===== src/rtl/sa_feeder_2x2_if.sv =====
// Weight-row and activation-vector streams feeding the 2x2 systolic-array feeder.
// master drives beats; slave (the feeder) returns ready.
interface sa_feeder_2x2_if #(
    parameter int DATA_WIDTH = 16
) ();
    logic                  w_valid;
    logic                  w_ready;
    logic [DATA_WIDTH-1:0] w_0;
    logic [DATA_WIDTH-1:0] w_1;
    logic                  in_valid;
    logic                  in_ready;
    logic [DATA_WIDTH-1:0] in_data_0;
    logic [DATA_WIDTH-1:0] in_data_1;
    logic                  in_last;

    modport master (
        output w_valid, w_0, w_1, in_valid, in_data_0, in_data_1, in_last,
        input  w_ready, in_ready
    );

    modport slave (
        input  w_valid, w_0, w_1, in_valid, in_data_0, in_data_1, in_last,
        output w_ready, in_ready
    );
endinterface


===== src/rtl/sa_feeder_2x2.sv =====
// Feeder for a 2x2 systolic array: loads two weight rows, then streams
// activation vectors with a one-cycle skew between row 0 and row 1.
module sa_feeder_2x2 #(
    parameter int DATA_WIDTH = 16,
    parameter int CNT_WIDTH  = 16
) (
    input  logic                  sa_clk,
    input  logic                  sa_rst,
    sa_feeder_2x2_if.slave        feed,
    output logic [DATA_WIDTH-1:0] sa_FDi_0,
    output logic [DATA_WIDTH-1:0] sa_FDi_1,
    output logic                  sa_load,
    output logic [DATA_WIDTH-1:0] sa_RD_0,
    output logic [DATA_WIDTH-1:0] sa_RD_1,
    output logic                  rd_valid_0,
    output logic                  rd_valid_1,
    output logic                  done,
    output logic [CNT_WIDTH-1:0]  beat_cnt
);
    typedef enum logic [1:0] {IDLE, W1, STREAM, DRAIN} state_t;

    state_t                state;
    logic                  wloaded;
    logic [DATA_WIDTH-1:0] rd1_q;
    logic                  rv1_q;
    logic                  last_q;
    logic                  w_acc;
    logic                  in_acc;

    // Ready is decoded from state; in IDLE a pending weight beat masks activations.
    assign feed.w_ready  = (state == IDLE) || (state == W1);
    assign feed.in_ready = (state == STREAM) ||
                           ((state == IDLE) && wloaded && !feed.w_valid);
    assign w_acc  = feed.w_valid  && feed.w_ready;
    assign in_acc = feed.in_valid && feed.in_ready;

    always_ff @(posedge sa_clk or negedge sa_rst) begin
        if (!sa_rst) begin
            state      <= IDLE;
            wloaded    <= 1'b0;
            sa_load    <= 1'b0;
            sa_FDi_0   <= '0;
            sa_FDi_1   <= '0;
            sa_RD_0    <= '0;
            sa_RD_1    <= '0;
            rd_valid_0 <= 1'b0;
            rd_valid_1 <= 1'b0;
            rd1_q      <= '0;
            rv1_q      <= 1'b0;
            last_q     <= 1'b0;
            done       <= 1'b0;
            beat_cnt   <= '0;
        end else begin
            sa_load    <= w_acc;
            sa_FDi_0   <= w_acc ? feed.w_0 : '0;
            sa_FDi_1   <= w_acc ? feed.w_1 : '0;
            // Lane 1 passes through an extra stage so done lines up with its last beat.
            sa_RD_0    <= in_acc ? feed.in_data_0 : '0;
            rd_valid_0 <= in_acc;
            rd1_q      <= in_acc ? feed.in_data_1 : '0;
            rv1_q      <= in_acc;
            last_q     <= in_acc && feed.in_last;
            sa_RD_1    <= rd1_q;
            rd_valid_1 <= rv1_q;
            done       <= last_q;

            case (state)
                IDLE: begin
                    if (w_acc) begin
                        state   <= W1;
                        wloaded <= 1'b0;
                    end else if (in_acc) begin
                        beat_cnt <= CNT_WIDTH'(1);
                        state    <= feed.in_last ? DRAIN : STREAM;
                    end
                end
                W1: begin
                    if (w_acc) begin
                        wloaded <= 1'b1;
                        state   <= IDLE;
                    end
                end
                STREAM: begin
                    if (in_acc) begin
                        if (beat_cnt != '1) beat_cnt <= beat_cnt + CNT_WIDTH'(1);
                        if (feed.in_last) state <= DRAIN;
                    end
                end
                DRAIN: state <= IDLE;
                default: state <= IDLE;
            endcase
        end
    end
endmodule


===== src/flat_wrapper.sv =====
// flat-port wrapper written by rule: the top's interface ports become plain ports
module sa_feeder_2x2_flat 
#(
    parameter int DATA_WIDTH = 16,
    parameter int CNT_WIDTH  = 16
)
  (sa_clk, sa_rst, sa_FDi_0, sa_FDi_1, sa_load, sa_RD_0, sa_RD_1, rd_valid_0, rd_valid_1, done, beat_cnt, feed_w_valid, feed_w_0, feed_w_1, feed_in_valid, feed_in_data_0, feed_in_data_1, feed_in_last, feed_w_ready, feed_in_ready);
  sa_feeder_2x2_if #(.DATA_WIDTH(DATA_WIDTH)) feed_i ();
  input  logic sa_clk;
  input  logic sa_rst;
  output logic [DATA_WIDTH-1:0] sa_FDi_0;
  output logic [DATA_WIDTH-1:0] sa_FDi_1;
  output logic sa_load;
  output logic [DATA_WIDTH-1:0] sa_RD_0;
  output logic [DATA_WIDTH-1:0] sa_RD_1;
  output logic rd_valid_0;
  output logic rd_valid_1;
  output logic done;
  output logic [CNT_WIDTH-1:0] beat_cnt;
  input wire logic [$bits(feed_i.w_valid)-1:0] feed_w_valid;
  input wire logic [$bits(feed_i.w_0)-1:0] feed_w_0;
  input wire logic [$bits(feed_i.w_1)-1:0] feed_w_1;
  input wire logic [$bits(feed_i.in_valid)-1:0] feed_in_valid;
  input wire logic [$bits(feed_i.in_data_0)-1:0] feed_in_data_0;
  input wire logic [$bits(feed_i.in_data_1)-1:0] feed_in_data_1;
  input wire logic [$bits(feed_i.in_last)-1:0] feed_in_last;
  output wire logic [$bits(feed_i.w_ready)-1:0] feed_w_ready;
  output wire logic [$bits(feed_i.in_ready)-1:0] feed_in_ready;
  assign feed_i.w_valid = feed_w_valid;
  assign feed_i.w_0 = feed_w_0;
  assign feed_i.w_1 = feed_w_1;
  assign feed_i.in_valid = feed_in_valid;
  assign feed_i.in_data_0 = feed_in_data_0;
  assign feed_i.in_data_1 = feed_in_data_1;
  assign feed_i.in_last = feed_in_last;
  assign feed_w_ready = feed_i.w_ready;
  assign feed_in_ready = feed_i.in_ready;
  sa_feeder_2x2 #(.DATA_WIDTH(DATA_WIDTH), .CNT_WIDTH(CNT_WIDTH)) u_core (.sa_clk(sa_clk), .sa_rst(sa_rst), .feed(feed_i), .sa_FDi_0(sa_FDi_0), .sa_FDi_1(sa_FDi_1), .sa_load(sa_load), .sa_RD_0(sa_RD_0), .sa_RD_1(sa_RD_1), .rd_valid_0(rd_valid_0), .rd_valid_1(rd_valid_1), .done(done), .beat_cnt(beat_cnt));
endmodule

===== config.mk =====
export PLATFORM = sky130hd
export DESIGN_NAME = sa_feeder_2x2_flat
export DESIGN_NICKNAME = d
export VERILOG_FILES = /design/src/rtl/sa_feeder_2x2_if.sv /design/src/rtl/sa_feeder_2x2.sv /design/src/flat_wrapper.sv
export SDC_FILE = /design/constraint.sdc
export NUM_CORES = 1
export LEC_CHECK = 0
export ABC_AREA = 1
export CAP_MARGIN = 40
export CELL_PAD_IN_SITES_DETAIL_PLACEMENT = 0
export CELL_PAD_IN_SITES_GLOBAL_PLACEMENT = 1
export CORE_UTILIZATION = 34
export CTS_CLUSTER_DIAMETER = 120
export DETAILED_ROUTE_END_ITERATION = 10
export GPL_ROUTABILITY_DRIVEN = 0
export MAX_ROUTING_LAYER = met4
export PLACE_DENSITY_LB_ADDON = 0.1
export SETUP_SLACK_MARGIN = 0.02
export SYNTH_ARGS = -nofsm -noshare
export SYNTH_HDL_FRONTEND = slang
export SYNTH_SLANG_ARGS = --single-unit

===== constraint.sdc =====
create_clock -name sa_clk -period 2.2 [get_ports sa_clk]
set_input_delay 0.33 -clock sa_clk [delete_from_list [all_inputs] [get_ports sa_clk]]
set_output_delay 0.33 -clock sa_clk [all_outputs]
set_load 0.02 [all_outputs]

==> run metrics, run 1 <==
cells on worst reg2reg path 7; PortBufs 154; HPWL after DPL 6240 µm; CP required 1870 ps; register bit total from synthesis 104; Clock Latency Late Sink between 300 and 400 ps; Post-Synth XOR/XNOR Area 0.0158; Pwr per Cell Area 865 mW/mm²; RSZ-0062 raised after global routing no; site row count 38; crit path cell chain inv_2 -> nand2_4 -> nand2_2 -> nor2_4 -> clkdlybuf4s50_1; io pins 155; slew margin rel. 0.621; via count 2,902; Worst Hold Slack -19.1 ps; area share of the largest cell type after synthesis 0.673; largest net degree at the start of global routing 45; Arr. time, crit path around 1700 ps; Remaining DRCs 0; fmax 489 MHz; post-synthesis mux area share 0; number of setup buffers added after CTS 0; max-cap viol count 0; reg2reg end u_core.beat_cnt[15]; Seq/Total Area, Yosys 0.673; TritonCTS Sinks between 100 and 150; cts bufs inserted 9; Peak VDD IR 0.502 mV; Worst-Margin Slew 569 ps; fin. max-slew vios 0; Area Growth Syn to Fin 51.9%; Overflow after GRT 0; Leak 0.00290 µW; clock root buffer clkbuf_16; crit end category primary output; pre-CTS setup slack between 150 and 200 ps; synth unique cells 24; post_cts resized 0; Worst Skew 5.25 ps; slowest stage delay, CP 630 ps; overall power 5080 µW; commonest non-fill, non-tap cell in the layout clkdlybuf4s50_1; reg2reg setup slack ~610 ps; Crit path max-delay family buffers and inverters; die area 0.0118 mm²; startpoint types flop; final setup fails 0; Buf/Inv on CP 2; Initial DRC Count 91; DRT antenna net count 0; CP max stage cell clkdlybuf4s50_1; initial antenna violation count 0; worst setup margin 156 ps; Netlist Area Pre-Place 0.00387 mm²; Core ar. 0.0110 mm²; failing checks negative hold slack; drt first pass iters 6; fillers 1,014; Die Span Y roughly 110 µm; Compound-Gate Fraction of Synth Area 0.0291; largest family of logic cells by synthesized area simple AND/OR/NAND/NOR gates; status finished with violations; Tot GR Track Use 0.161; Mapped Nets 450; most frequent cells in the layout clkdlybuf4s50_1, dfrtp_1, nor2_1, inv_1, nand2_1; Hold Buf Count CTS 0; Worst Hold Class in2async; CTS tree done; top post-synthesis cells by area dfrtp_1, nor2_1, inv_1, nand2_1, nand3_1; DR vias/cell 4.21; layout cells sized above 1 0.0638; post-layout util 0.535; Synth Area in Simple Gates 0.193; clk slew on worst S/H paths 70 ps; Synth Area in Adders 0.00323; Final Routed Wirelength 8560 µm; first-pass GRT wire length 13,800 µm; Syn Area/Cell approximately 10 µm²; Hold Vio Cnt, Final 29; Nets approximately 610; post-layout minimum cycle time 2040 ps; Sum Neg Setup Slack 0 ps; Period Utilization, post-route 0.929; wire length per cell 12.4 µm; chip width 109 µm; number of global-route vias before repair 2,882; CTS HTree Levels 3; Antenna diodes 0; Clock Tree Buf Depth 2; YS warnings 0; crit-path max FO 7; Synth area leader dfrtp_1; critical path class reg2out; RR Startpoint u_core.beat_cnt[1]; synthesized instance count 380; Initial Utilization 0.352
[worst reg2reg max path: stages (launching register included)]
cell and delay [ps]:
dfrtp_1 410, ha_1 250, nand3_4 140, nor2_8 180, nand4_4 150, nand2_4 230, nand2_1 80, o21ai_0 80
[routing by layer]
metal	GRT usage	part of all wire	vias to the layer above
li1	-	-	1448
met1	0.184	0.41	1347
met2	0.260	0.49	98
met3	0.0646	0.083	9
met4	0.0512	0.015	0
met5	-	0	-
[worst max path at each step]
stage	from	endpoint	slack (ps)	depth (start not counted)
after floorplan	u_core.beat_cnt[0]	u_core.beat_cnt[9]	530	8
after global placement	feed_w_valid	feed_in_ready	170	5
after detailed placement	feed_w_valid	feed_in_ready	160	5
after CTS	u_core.state[1]	feed_in_ready	130	5
after global routing	u_core.state[1]	feed_in_ready	90	5
final	u_core.state[1]	feed_in_ready	160	5
[kinds of logic (layout without fill, tap and decap cells)]
group	Yosys count	in the layout
compound gates	19	19
buf+inv	84	253
xor+xnor	7	7
simple gates	165	165
flops	104	104
fa+ha+maj	1	1
[where the power goes]
part / internal [µW] / switching, µW
clock network: 781 / 699
logic: 597 / 751
registers: 2160 / 94.0
total: 3540 / 1540
[per-stage QoR]
stage	cells	instance area [µm²]
final	689	5880
after global routing	689	5880
after detailed placement	673	5600
after floorplan	380	3870
after CTS	689	5880
after global placement	673	5600
[final cells by class]
| class | instances | area, µm² | area share |
|---|---|---|---|
| Inverter | 77 | 294 | 0.0500 |
| Timing Repair Buffer | 160 | 1600 | 0.272 |
| Clock inverter | 5 | 41.3 | 0.00703 |
| Multi-Input combinational cell | 192 | 935 | 0.159 |
| Tap cell | 140 | 175 | 0.0298 |
| Clock buffer | 11 | 233 | 0.0396 |
| Sequential cell | 104 | 2600 | 0.443 |
[state kept, by name (all words and copies together), names as in the netlist]
signal             count
u_core.sa_load         1
u_core.state           2
u_core.wloaded         1
u_core.rd_valid_1      1
u_core.rd1_q          16
u_core.sa_FDi_1       16
u_core.sa_RD_1        16
u_core.beat_cnt       16
u_core.sa_FDi_0       16
u_core.sa_RD_0        16
u_core.last_q          1
u_core.done            1
u_core.rd_valid_0      1
[synthesized netlist by cell type, drive strengths merged]
cell type	instances
nor2	85
xor2	5
o21bai	3
ha	1
nand2	59
a31oi	2
dfrtp	104
nand4	5
clkbuf	6
o21ai	14
buf	1
clkinv	1
nand3	16
inv	76
xnor2	2
Note: power is estimated with default switching activity, not from simulation.
==> inputs of run 2 (changes only) <==
Settings changed: SLEW_MARGIN from default to 40.
==> results of run 2 <==
Same layout as run 1: the final DEF is identical, and so are final timing and power.
